## src/rtl/alu_pkg.sv

```systemverilog
// ALU operation codes, forwarding selects and ID/EX control bundle
// shared by the operand stage and its forwarding unit.
package alu_pkg;

    localparam logic [3:0] ALU_AND  = 4'b0000;
    localparam logic [3:0] ALU_OR   = 4'b0001;
    localparam logic [3:0] ALU_ADD  = 4'b0010;
    localparam logic [3:0] ALU_XOR  = 4'b0011;
    localparam logic [3:0] ALU_SLL  = 4'b0100;
    localparam logic [3:0] ALU_SRL  = 4'b0101;
    localparam logic [3:0] ALU_SUB  = 4'b0110;
    localparam logic [3:0] ALU_SRA  = 4'b0111;
    localparam logic [3:0] ALU_BEQ  = 4'b1000;
    localparam logic [3:0] ALU_BLT  = 4'b1001;
    localparam logic [3:0] ALU_BGE  = 4'b1010;
    localparam logic [3:0] ALU_BNE  = 4'b1011;
    localparam logic [3:0] ALU_SLT  = 4'b1100;
    localparam logic [3:0] ALU_TRUE = 4'b1111;

    typedef enum logic [1:0] {
        FWD_REG = 2'd0,
        FWD_EXM = 2'd1,
        FWD_WB  = 2'd2
    } fwd_sel_e;

    typedef struct packed {
        logic valid;
        logic reg_write;
        logic mem_read;
        logic mem_write;
        logic branch;
        logic alu_src;
        logic use_pc;
    } id_ex_ctrl_t;

endpackage

```

## src/rtl/forward_unit.sv

```systemverilog
// Operand bypass selection for both EX sources; the youngest
// producer (EX/MEM) wins over MEM/WB, and x0 is never bypassed.
module forward_unit
    import alu_pkg::*;
#(
    parameter int REG_ADDR_WIDTH = 5
) (
    input  logic [REG_ADDR_WIDTH-1:0] i_rs1,
    input  logic [REG_ADDR_WIDTH-1:0] i_rs2,
    input  logic                      i_exm_reg_write,
    input  logic [REG_ADDR_WIDTH-1:0] i_exm_rd,
    input  logic                      i_wb_reg_write,
    input  logic [REG_ADDR_WIDTH-1:0] i_wb_rd,
    output fwd_sel_e                  o_fwd_a,
    output fwd_sel_e                  o_fwd_b
);

    logic w_exm_ok;
    logic w_wb_ok;

    assign w_exm_ok = i_exm_reg_write && (i_exm_rd != '0);
    assign w_wb_ok  = i_wb_reg_write && (i_wb_rd != '0);

    always_comb begin
        o_fwd_a = FWD_REG;
        if (w_exm_ok && (i_exm_rd == i_rs1)) begin
            o_fwd_a = FWD_EXM;
        end else if (w_wb_ok && (i_wb_rd == i_rs1)) begin
            o_fwd_a = FWD_WB;
        end
    end

    always_comb begin
        o_fwd_b = FWD_REG;
        if (w_exm_ok && (i_exm_rd == i_rs2)) begin
            o_fwd_b = FWD_EXM;
        end else if (w_wb_ok && (i_wb_rd == i_rs2)) begin
            o_fwd_b = FWD_WB;
        end
    end

endmodule

```

## src/rtl/id_ex_operand_stage.sv

```systemverilog
// ID/EX pipeline register with load-use stall, flush bubbles and
// EX/MEM, MEM/WB operand forwarding feeding the ALU.
module id_ex_operand_stage
    import alu_pkg::*;
#(
    parameter int DATA_WIDTH     = 32,
    parameter int OPCODE_LENGTH  = 4,
    parameter int REG_ADDR_WIDTH = 5
) (
    input  logic                      clk,
    input  logic                      reset_n,
    input  logic                      id_valid,
    input  logic [REG_ADDR_WIDTH-1:0] id_rs1,
    input  logic [REG_ADDR_WIDTH-1:0] id_rs2,
    input  logic [REG_ADDR_WIDTH-1:0] id_rd,
    input  logic [DATA_WIDTH-1:0]     id_rd1,
    input  logic [DATA_WIDTH-1:0]     id_rd2,
    input  logic [DATA_WIDTH-1:0]     id_imm,
    input  logic [DATA_WIDTH-1:0]     id_pc,
    input  logic                      id_alu_src,
    input  logic                      id_use_pc,
    input  logic [OPCODE_LENGTH-1:0]  id_operation,
    input  logic                      id_reg_write,
    input  logic                      id_mem_read,
    input  logic                      id_mem_write,
    input  logic                      id_branch,
    input  logic                      flush,
    input  logic                      exm_reg_write,
    input  logic [REG_ADDR_WIDTH-1:0] exm_rd,
    input  logic [DATA_WIDTH-1:0]     exm_result,
    input  logic                      wb_reg_write,
    input  logic [REG_ADDR_WIDTH-1:0] wb_rd,
    input  logic [DATA_WIDTH-1:0]     wb_result,
    output logic                      stall,
    output logic [DATA_WIDTH-1:0]     SrcA,
    output logic [DATA_WIDTH-1:0]     SrcB,
    output logic [OPCODE_LENGTH-1:0]  Operation,
    output logic [DATA_WIDTH-1:0]     ex_store_data,
    output logic                      ex_valid,
    output logic                      ex_reg_write,
    output logic                      ex_mem_read,
    output logic                      ex_mem_write,
    output logic                      ex_branch,
    output logic [REG_ADDR_WIDTH-1:0] ex_rd,
    output logic [DATA_WIDTH-1:0]     ex_pc
);

    id_ex_ctrl_t               r_ctrl;
    logic [REG_ADDR_WIDTH-1:0] r_rs1;
    logic [REG_ADDR_WIDTH-1:0] r_rs2;
    logic [REG_ADDR_WIDTH-1:0] r_rd;
    logic [DATA_WIDTH-1:0]     r_rd1;
    logic [DATA_WIDTH-1:0]     r_rd2;
    logic [DATA_WIDTH-1:0]     r_imm;
    logic [DATA_WIDTH-1:0]     r_pc;
    logic [OPCODE_LENGTH-1:0]  r_op;

    logic                  w_bubble;
    fwd_sel_e              w_sel_a;
    fwd_sel_e              w_sel_b;
    logic [DATA_WIDTH-1:0] w_fwd_a;
    logic [DATA_WIDTH-1:0] w_fwd_b;

    // Only the registered EX state feeds the hazard check, never flush.
    assign stall = id_valid
                 & r_ctrl.valid
                 & r_ctrl.mem_read
                 & (r_rd != '0)
                 & ((r_rd == id_rs1) | (r_rd == id_rs2));

    assign w_bubble = flush | stall;

    always_ff @(posedge clk or negedge reset_n) begin
        if (!reset_n) begin
            r_ctrl <= '0;
            r_rs1  <= '0;
            r_rs2  <= '0;
            r_rd   <= '0;
            r_rd1  <= '0;
            r_rd2  <= '0;
            r_imm  <= '0;
            r_pc   <= '0;
            r_op   <= '0;
        end else if (w_bubble) begin
            r_ctrl <= '0;
            r_rs1  <= '0;
            r_rs2  <= '0;
            r_rd   <= '0;
            r_rd1  <= '0;
            r_rd2  <= '0;
            r_imm  <= '0;
            r_pc   <= '0;
            r_op   <= '0;
        end else begin
            r_ctrl <= '{
                valid:     id_valid,
                reg_write: id_reg_write,
                mem_read:  id_mem_read,
                mem_write: id_mem_write,
                branch:    id_branch,
                alu_src:   id_alu_src,
                use_pc:    id_use_pc
            };
            r_rs1  <= id_rs1;
            r_rs2  <= id_rs2;
            r_rd   <= id_rd;
            r_rd1  <= id_rd1;
            r_rd2  <= id_rd2;
            r_imm  <= id_imm;
            r_pc   <= id_pc;
            r_op   <= id_operation;
        end
    end

    forward_unit #(
        .REG_ADDR_WIDTH(REG_ADDR_WIDTH)
    ) u_fwd (
        .i_rs1          (r_rs1),
        .i_rs2          (r_rs2),
        .i_exm_reg_write(exm_reg_write),
        .i_exm_rd       (exm_rd),
        .i_wb_reg_write (wb_reg_write),
        .i_wb_rd        (wb_rd),
        .o_fwd_a        (w_sel_a),
        .o_fwd_b        (w_sel_b)
    );

    always_comb begin
        w_fwd_a = r_rd1;
        unique case (w_sel_a)
            FWD_EXM: w_fwd_a = exm_result;
            FWD_WB:  w_fwd_a = wb_result;
            default: w_fwd_a = r_rd1;
        endcase
    end

    always_comb begin
        w_fwd_b = r_rd2;
        unique case (w_sel_b)
            FWD_EXM: w_fwd_b = exm_result;
            FWD_WB:  w_fwd_b = wb_result;
            default: w_fwd_b = r_rd2;
        endcase
    end

    assign SrcA          = r_ctrl.use_pc  ? r_pc  : w_fwd_a;
    assign SrcB          = r_ctrl.alu_src ? r_imm : w_fwd_b;
    assign ex_store_data = w_fwd_b;
    assign Operation     = r_op;
    assign ex_valid      = r_ctrl.valid;
    assign ex_reg_write  = r_ctrl.reg_write;
    assign ex_mem_read   = r_ctrl.mem_read;
    assign ex_mem_write  = r_ctrl.mem_write;
    assign ex_branch     = r_ctrl.branch;
    assign ex_rd         = r_rd;
    assign ex_pc         = r_pc;

endmodule

```

## config.mk

```make
export PLATFORM = sky130hd
export DESIGN_NAME = id_ex_operand_stage
export DESIGN_NICKNAME = d
export VERILOG_FILES = /design/src/rtl/alu_pkg.sv /design/src/rtl/forward_unit.sv /design/src/rtl/id_ex_operand_stage.sv
export SDC_FILE = /design/constraint.sdc
export NUM_CORES = 1
export LEC_CHECK = 0
export BUFFER_PORTS_ARGS = -buffer_cell sky130_fd_sc_hd__buf_2
export CAP_MARGIN = 25
export CORE_AREA = 4 4 143 145
export DETAILED_ROUTE_END_ITERATION = 16
export DIE_AREA = 0 0 147 149
export GPL_TIMING_DRIVEN = 0
export PLACE_DENSITY = 0.73
export SETUP_SLACK_MARGIN = 0.02
export SLEW_MARGIN = 20
export SYNTH_ARGS = -nofsm -noshare
export SYNTH_HDL_FRONTEND = slang
export SYNTH_SLANG_ARGS = --single-unit
```

## constraint.sdc

```tcl
create_clock -name clk -period 3.55 [get_ports clk]
set_input_delay 0.1775 -clock clk [delete_from_list [all_inputs] [get_ports clk]]
set_output_delay 0.1775 -clock clk [all_outputs]
set_load 0.05 [all_outputs]
```

# Word level (Yosys, flattened, before mapping)
# Cells that the tools add are included.
# totals
register_bits	154
latchBits	0
mem_bits_rw	0
rom_bits	0
inputBits	233
out_inout_bits	143
wordCells	57
memories	0
# classes
addsub	0
mul	0
div_mod_pow	0
order_cmp	0
eq_ne	10
shifts	0
muxes	17
n_bitwise	6
n_reduce_logical	9
# ops
cell	count
32-bit 2-to-1 mux	6
32-bit case mux with 2 select lines	2
5-bit equality test	6
5-bit 2-to-1 mux	3
5-bit nonzero test	3
2-bit 2-to-1 mux	4
7-bit 2-to-1 mux	1
1-bit logical AND	6
1-bit AND	4
2-bit by 1-bit equality test with 1-bit output (second input constant)	2
2-bit equality test (second input constant)	2
4-bit 2-to-1 mux	1
1-bit bitwise OR	2

# Logic depth before layout (Yosys ltp)
# logic_depth
ltp_word	8
ltp_mapped	7
ltp_nobuf	5

# Cells and area by module
# From an unflattened synthesis, not the netlist that was laid out.
# unflattened
cells_unflattened	900
area_unflattened_um2	8257.9
# modules_own_cells
module	instances	cells_per_inst	area_each_um2	seq_area_each_um2
id_ex_operand_stage	1	866	8000.2	3853.7
forward_unit	1	34	257.7	0.0

# Worst setup path before layout
# Ideal clock, no wire load.
# synth_path
path_kind	register to output
from	register r_rs1[4]
to	output SrcA[10]
t_arrival_ns	2.568
required_ns	3.372
path_slack_ns	0.804
path_stages_with_launch	6
n_path_buf	1
path_cell_list	dfrtp_1 > xor2_1 > nor4_2 > buf_2 > a221oi_2 > o31ai_1
# synth_between
elab_chain_len	7
elab_cells_between_ends	10
cone_classes	4 x eq/ne; 4 x mux; 2 x reduce/logical
# synth_rtl
item	line_no	rtl
start, declared	id_ex_operand_stage.sv:49	logic [REG_ADDR_WIDTH-1:0] r_rs1;
start signal, assigned	id_ex_operand_stage.sv:104	r_rs1 <= id_rs1;
5-bit equality test	forward_unit.sv:28	end else if (w_wb_ok && (i_wb_rd == i_rs1)) begin
1-bit logical AND	forward_unit.sv:28	
2-bit 2-to-1 mux	forward_unit.sv:28	
2-bit 2-to-1 mux *	forward_unit.sv:26	if (w_exm_ok && (i_exm_rd == i_rs1)) begin
2-bit equality test or 2-bit by 1-bit equality test with 1-bit output (tied branches)	id_ex_operand_stage.sv:130	unique case (w_sel_a)
32-bit case mux with 2 select lines *	id_ex_operand_stage.sv:130	
32-bit 2-to-1 mux *	id_ex_operand_stage.sv:146	assign SrcA = r_ctrl.use_pc ? r_pc : w_fwd_a;
end, declared	id_ex_operand_stage.sv:35	output logic [DATA_WIDTH-1:0] SrcA,
# Mark *: on every way between the ends. The rest lies on a longest branch, timed or not.

# Worst setup path after layout
# layout_path
from	register r_rs1[4]
to	output SrcA[12]
# Same word-level chain as after synthesis.

==> metrics.md <==
| Metric | Value |
|---|---|
| Gate Count Post-Synth | `around 750` |
| Slew Limit Fails | `0` |
| Cell mode on critical path | `buf_2` |
| Worst EP arrival | `~3000 ps` |
| Dpl cells | `approximately 1400` |
| Int Pwr | `roughly 3.3 mW` |
| Die X | `147 um` |
| Max-Cap Viols | `0` |
| Clock skew | `~14 ps` |
| CTS Buf Count | `17` |
| Die Height | `149 um` |
| CTS tree | `done` |
| Row Count | `just over 50` |
| Util after Layout | `between 60% and 70%` |
| H-tree levels | `4` |
| Main synth FF type | `dfrtp_1` |
| Post-Syn Nets | `984` |
| PortBufs | `about 380` |
| FF+latch count, synth | `154` |
| Setup crit start | `r_rs1[4]` |
| Seq/Total Area, Yosys | `between 40% and 50%` |
| Pre-CTS WS | `roughly 780 ps` |
| Endpoints failing setup | `0` |
| Worst relative slew slack | `between 40 and 50%` |
| Starting Density | `between 40% and 50%` |
| Post-synth cell types | `32` |
| Ranking of synthesized cells by area | `dfrtp_1 (48%), and2_1 (12%), a221oi_2 (11%)` |
| Worst setup margin | `345 ps` |
| Nets | `approximately 1500` |
| CP cell instances | `xor2_1 > nor4_2 > buf_2 > a221oi_2 > o31ai_1 > buf_2` |
| CTS resizes | `0` |
| Final setup TNS | `0 ps` |
| Critical path startpoint category | `flop` |
| Clock latency on the worst-skew pair | `about 420 ps` |
| Share of the synthesized area in the top cell type | `between 40% and 50%` |
| Fillers | `around 1500` |
| Crit Path Class | `flop to output pin` |
| Largest fanout on the critical path | `10` |
| Vias in the first global route | `8681` |
| Fin crit period | `approximately 3200 ps` |
| Routed Antenna Nets | `0` |
| Gr ovfl total | `0` |
| Worst-path clk slew | `about 70 ps` |
| HP Start | `id_rd1[20]` |
| Logic pwr share | `between 20% and 30%` |
| RSZ-0062 raised after global routing | `false` |
| Antenna violations before repair | `5` |
| Synth area leader | `dfrtp_1` |
| Pleak | `between 5 and 6 nW` |
| Hold/Removal Path Class | `input pin to flop` |
| Power Density | `400 nW/um^2` |
| # Post-CTS Setup Buffers | `0` |
| Drt wl/cell | `about 20 um` |
| First-pass iteration count of the detailed router | `5` |
| Core area | `about 19000 um^2` |
| Synth warn | `0` |
| Largest net degree at the start of global routing | `85` |
| Total wire length | `between 30 and 40 mm` |
| Most frequent cells in the layout | `buf_2 (388), and2_1 (157), dfrtp_1 (154)` |
| Highest clock rate | `between 300 and 400 MHz` |
| Vias per cell | `about 5.1` |
| Least-Margin Pin Slew | `approximately 800 ps` |
| Worst path required time | `~3400 ps` |
| Layout area overhead | `53.8%` |
| Most common cell after layout, fill and taps aside | `buf_2` |
| Number of synthesized flops with an enable pin | `0` |
| Peak supply drop | `0.300 mV` |
| I/O Pins | `roughly 380` |
| Clock root buffer | `clkbuf_16` |
| Final Hold Vio Count | `0` |
| Final Cycle Share | `between 90 and 100%` |
| Final Hold Slack | `24.2 ps` |
| Ys async rst share | `100%` |
| GRT Resource Usage Total | `around 29%` |
| Switch Pwr | `1.68 mW` |
| Hpwl dp | `between 20 and 25 mm` |
| DRC viols | `0` |
| Hold_buf cts | `~150` |
| Critical path's top delay family | `buffers and inverters` |
| First-pass GRT wire length | `approximately 48 mm` |
| Layout cells sized above 1 | `between 40% and 50%` |
| Final std cells w/o fill | `about 1600` |
| Routed vias | `between 7000 and 8000` |
| Number of clock sinks | `~150` |
| Avg Inst Size Synth | `~11 um^2` |
| Violation count after the first detailed-route iteration | `around 380` |
| Reg power frac | `about two fifths` |
| Clock power share | `between 30% and 40%` |
| Synthesized cell area | `between 8000 and 9000 um^2` |
| FF-to-FF Start | `ex_rd[0]` |
| Setup crit end kind | `output pin` |
| Outcome | `completed` |
| Slowest Stage Delay on Critical Path | `approximately 660 ps` |
| Die area | `between 20000 and 25000 um^2` |
| Clock Path Buffers | `2` |
| Sw Ratio | `33.9%` |
| CP max stage cell | `nor4_2` |
| Routability cong. | `0.881` |
| Worst Path Buf+Inv | `2` |
-- worst register-to-register path, cell delays in order (launching register included) --
cell and delay (ps):
dfrtp_1 440, xnor2_1 170, nand3_1 90, o22ai_1 110
a21oi_2 580, buf_2 400, clkbuf_1 440, and2_1 210
-- path summary, 6_finish.rpt --
path                               end  slack (ps)  cells past startpoint
max                           SrcA[12]         340                      6
min                          r_rd1[20]          20                      2
max reg2reg                  r_rd2[13]        1040                      7
min reg2reg                   ex_pc[1]        1290                      5
max in group asynchronous    r_imm[13]        2440                      3
min in group asynchronous  ex_mem_read         290                      2
-- per-stage QoR --
step	area [um^2]	total power, mW
6_report	12400	4.95
5_1_grt	12400	5.13
3_5_place_dp	10300	3.11
2_1_floorplan	8040	2.70
3_3_place_gp	10200	3.10
4_1_cts	12400	4.97
-- power groups by stage --
| stage | sequential [mW] | clock (mW) | combinational [mW] |
|---|---|---|---|
| final | 1.89 | 1.73 | 1.33 |
| after global routing | 1.90 | 1.83 | 1.40 |
| after CTS | 1.89 | 1.76 | 1.32 |
| after detailed placement | 1.92 | 0 | 1.19 |
| after global placement | 1.92 | 0 | 1.17 |
| after floorplan | 2.01 | 0 | 0.685 |
-- layer usage --
metal	track usage, %	vias up	share of wire [%]
met2	50.1	377	51
met3	6.20	66	5.9
li1	-	3684	-
met5	0	-	0.022
met4	11.9	2	3.0
met1	34.1	3862	40
-- flip-flops by register name, summed over array words and instances (netlist names) --
| name | count |
|---|---|
| r_ctrl | 2 |
| Operation | 4 |
| ex_branch | 1 |
| ex_valid | 1 |
| ex_mem_write | 1 |
| r_rs1 | 5 |
| ex_rd | 5 |
| r_imm | 32 |
| r_rd2 | 32 |
| ex_pc | 32 |
| r_rs2 | 5 |
| ex_mem_read | 1 |
| r_rd1 | 32 |
| ex_reg_write | 1 |
-- cell type report --
type | count | area (um^2) | share of cell area (%)
Tap cell | 265 | 332 | 2.68
Sequential cell | 154 | 3850 | 31.2
Antenna cell | 4 | 10.0 | 0.0809
Multi-Input combinational cell | 536 | 3760 | 30.4
Clock inverter | 13 | 109 | 0.880
Buffer | 61 | 427 | 3.45
Timing Repair Buffer | 528 | 3440 | 27.8
Clock buffer | 19 | 443 | 3.58
-- logic make-up (layout without fill, tap and decap cells) --
family,count (synthesis),count (layout),synth area share [%]
flip-flops,154,154,47.9
AO/OA/AOI/OAI,134,134,18.8
XOR/XNOR,30,30,3.27
AND/OR/NAND/NOR,372,372,24.7
buffers and inverters,61,621,5.31
other,0,4,0
-- cell usage after synthesis (all sizes together), types with 2 or more instances --
cell type and instances:
or3 2, nand4 2, clkbuf 30, a21oi 2
nand2 69, a221oi 64, and2 187, buf 31
nor3 2, o31ai 64, xor2 3, or4 2
nand3 4, nor2 101, xnor2 27, dfrtp 154
Power figures use the tool's default switching activity.
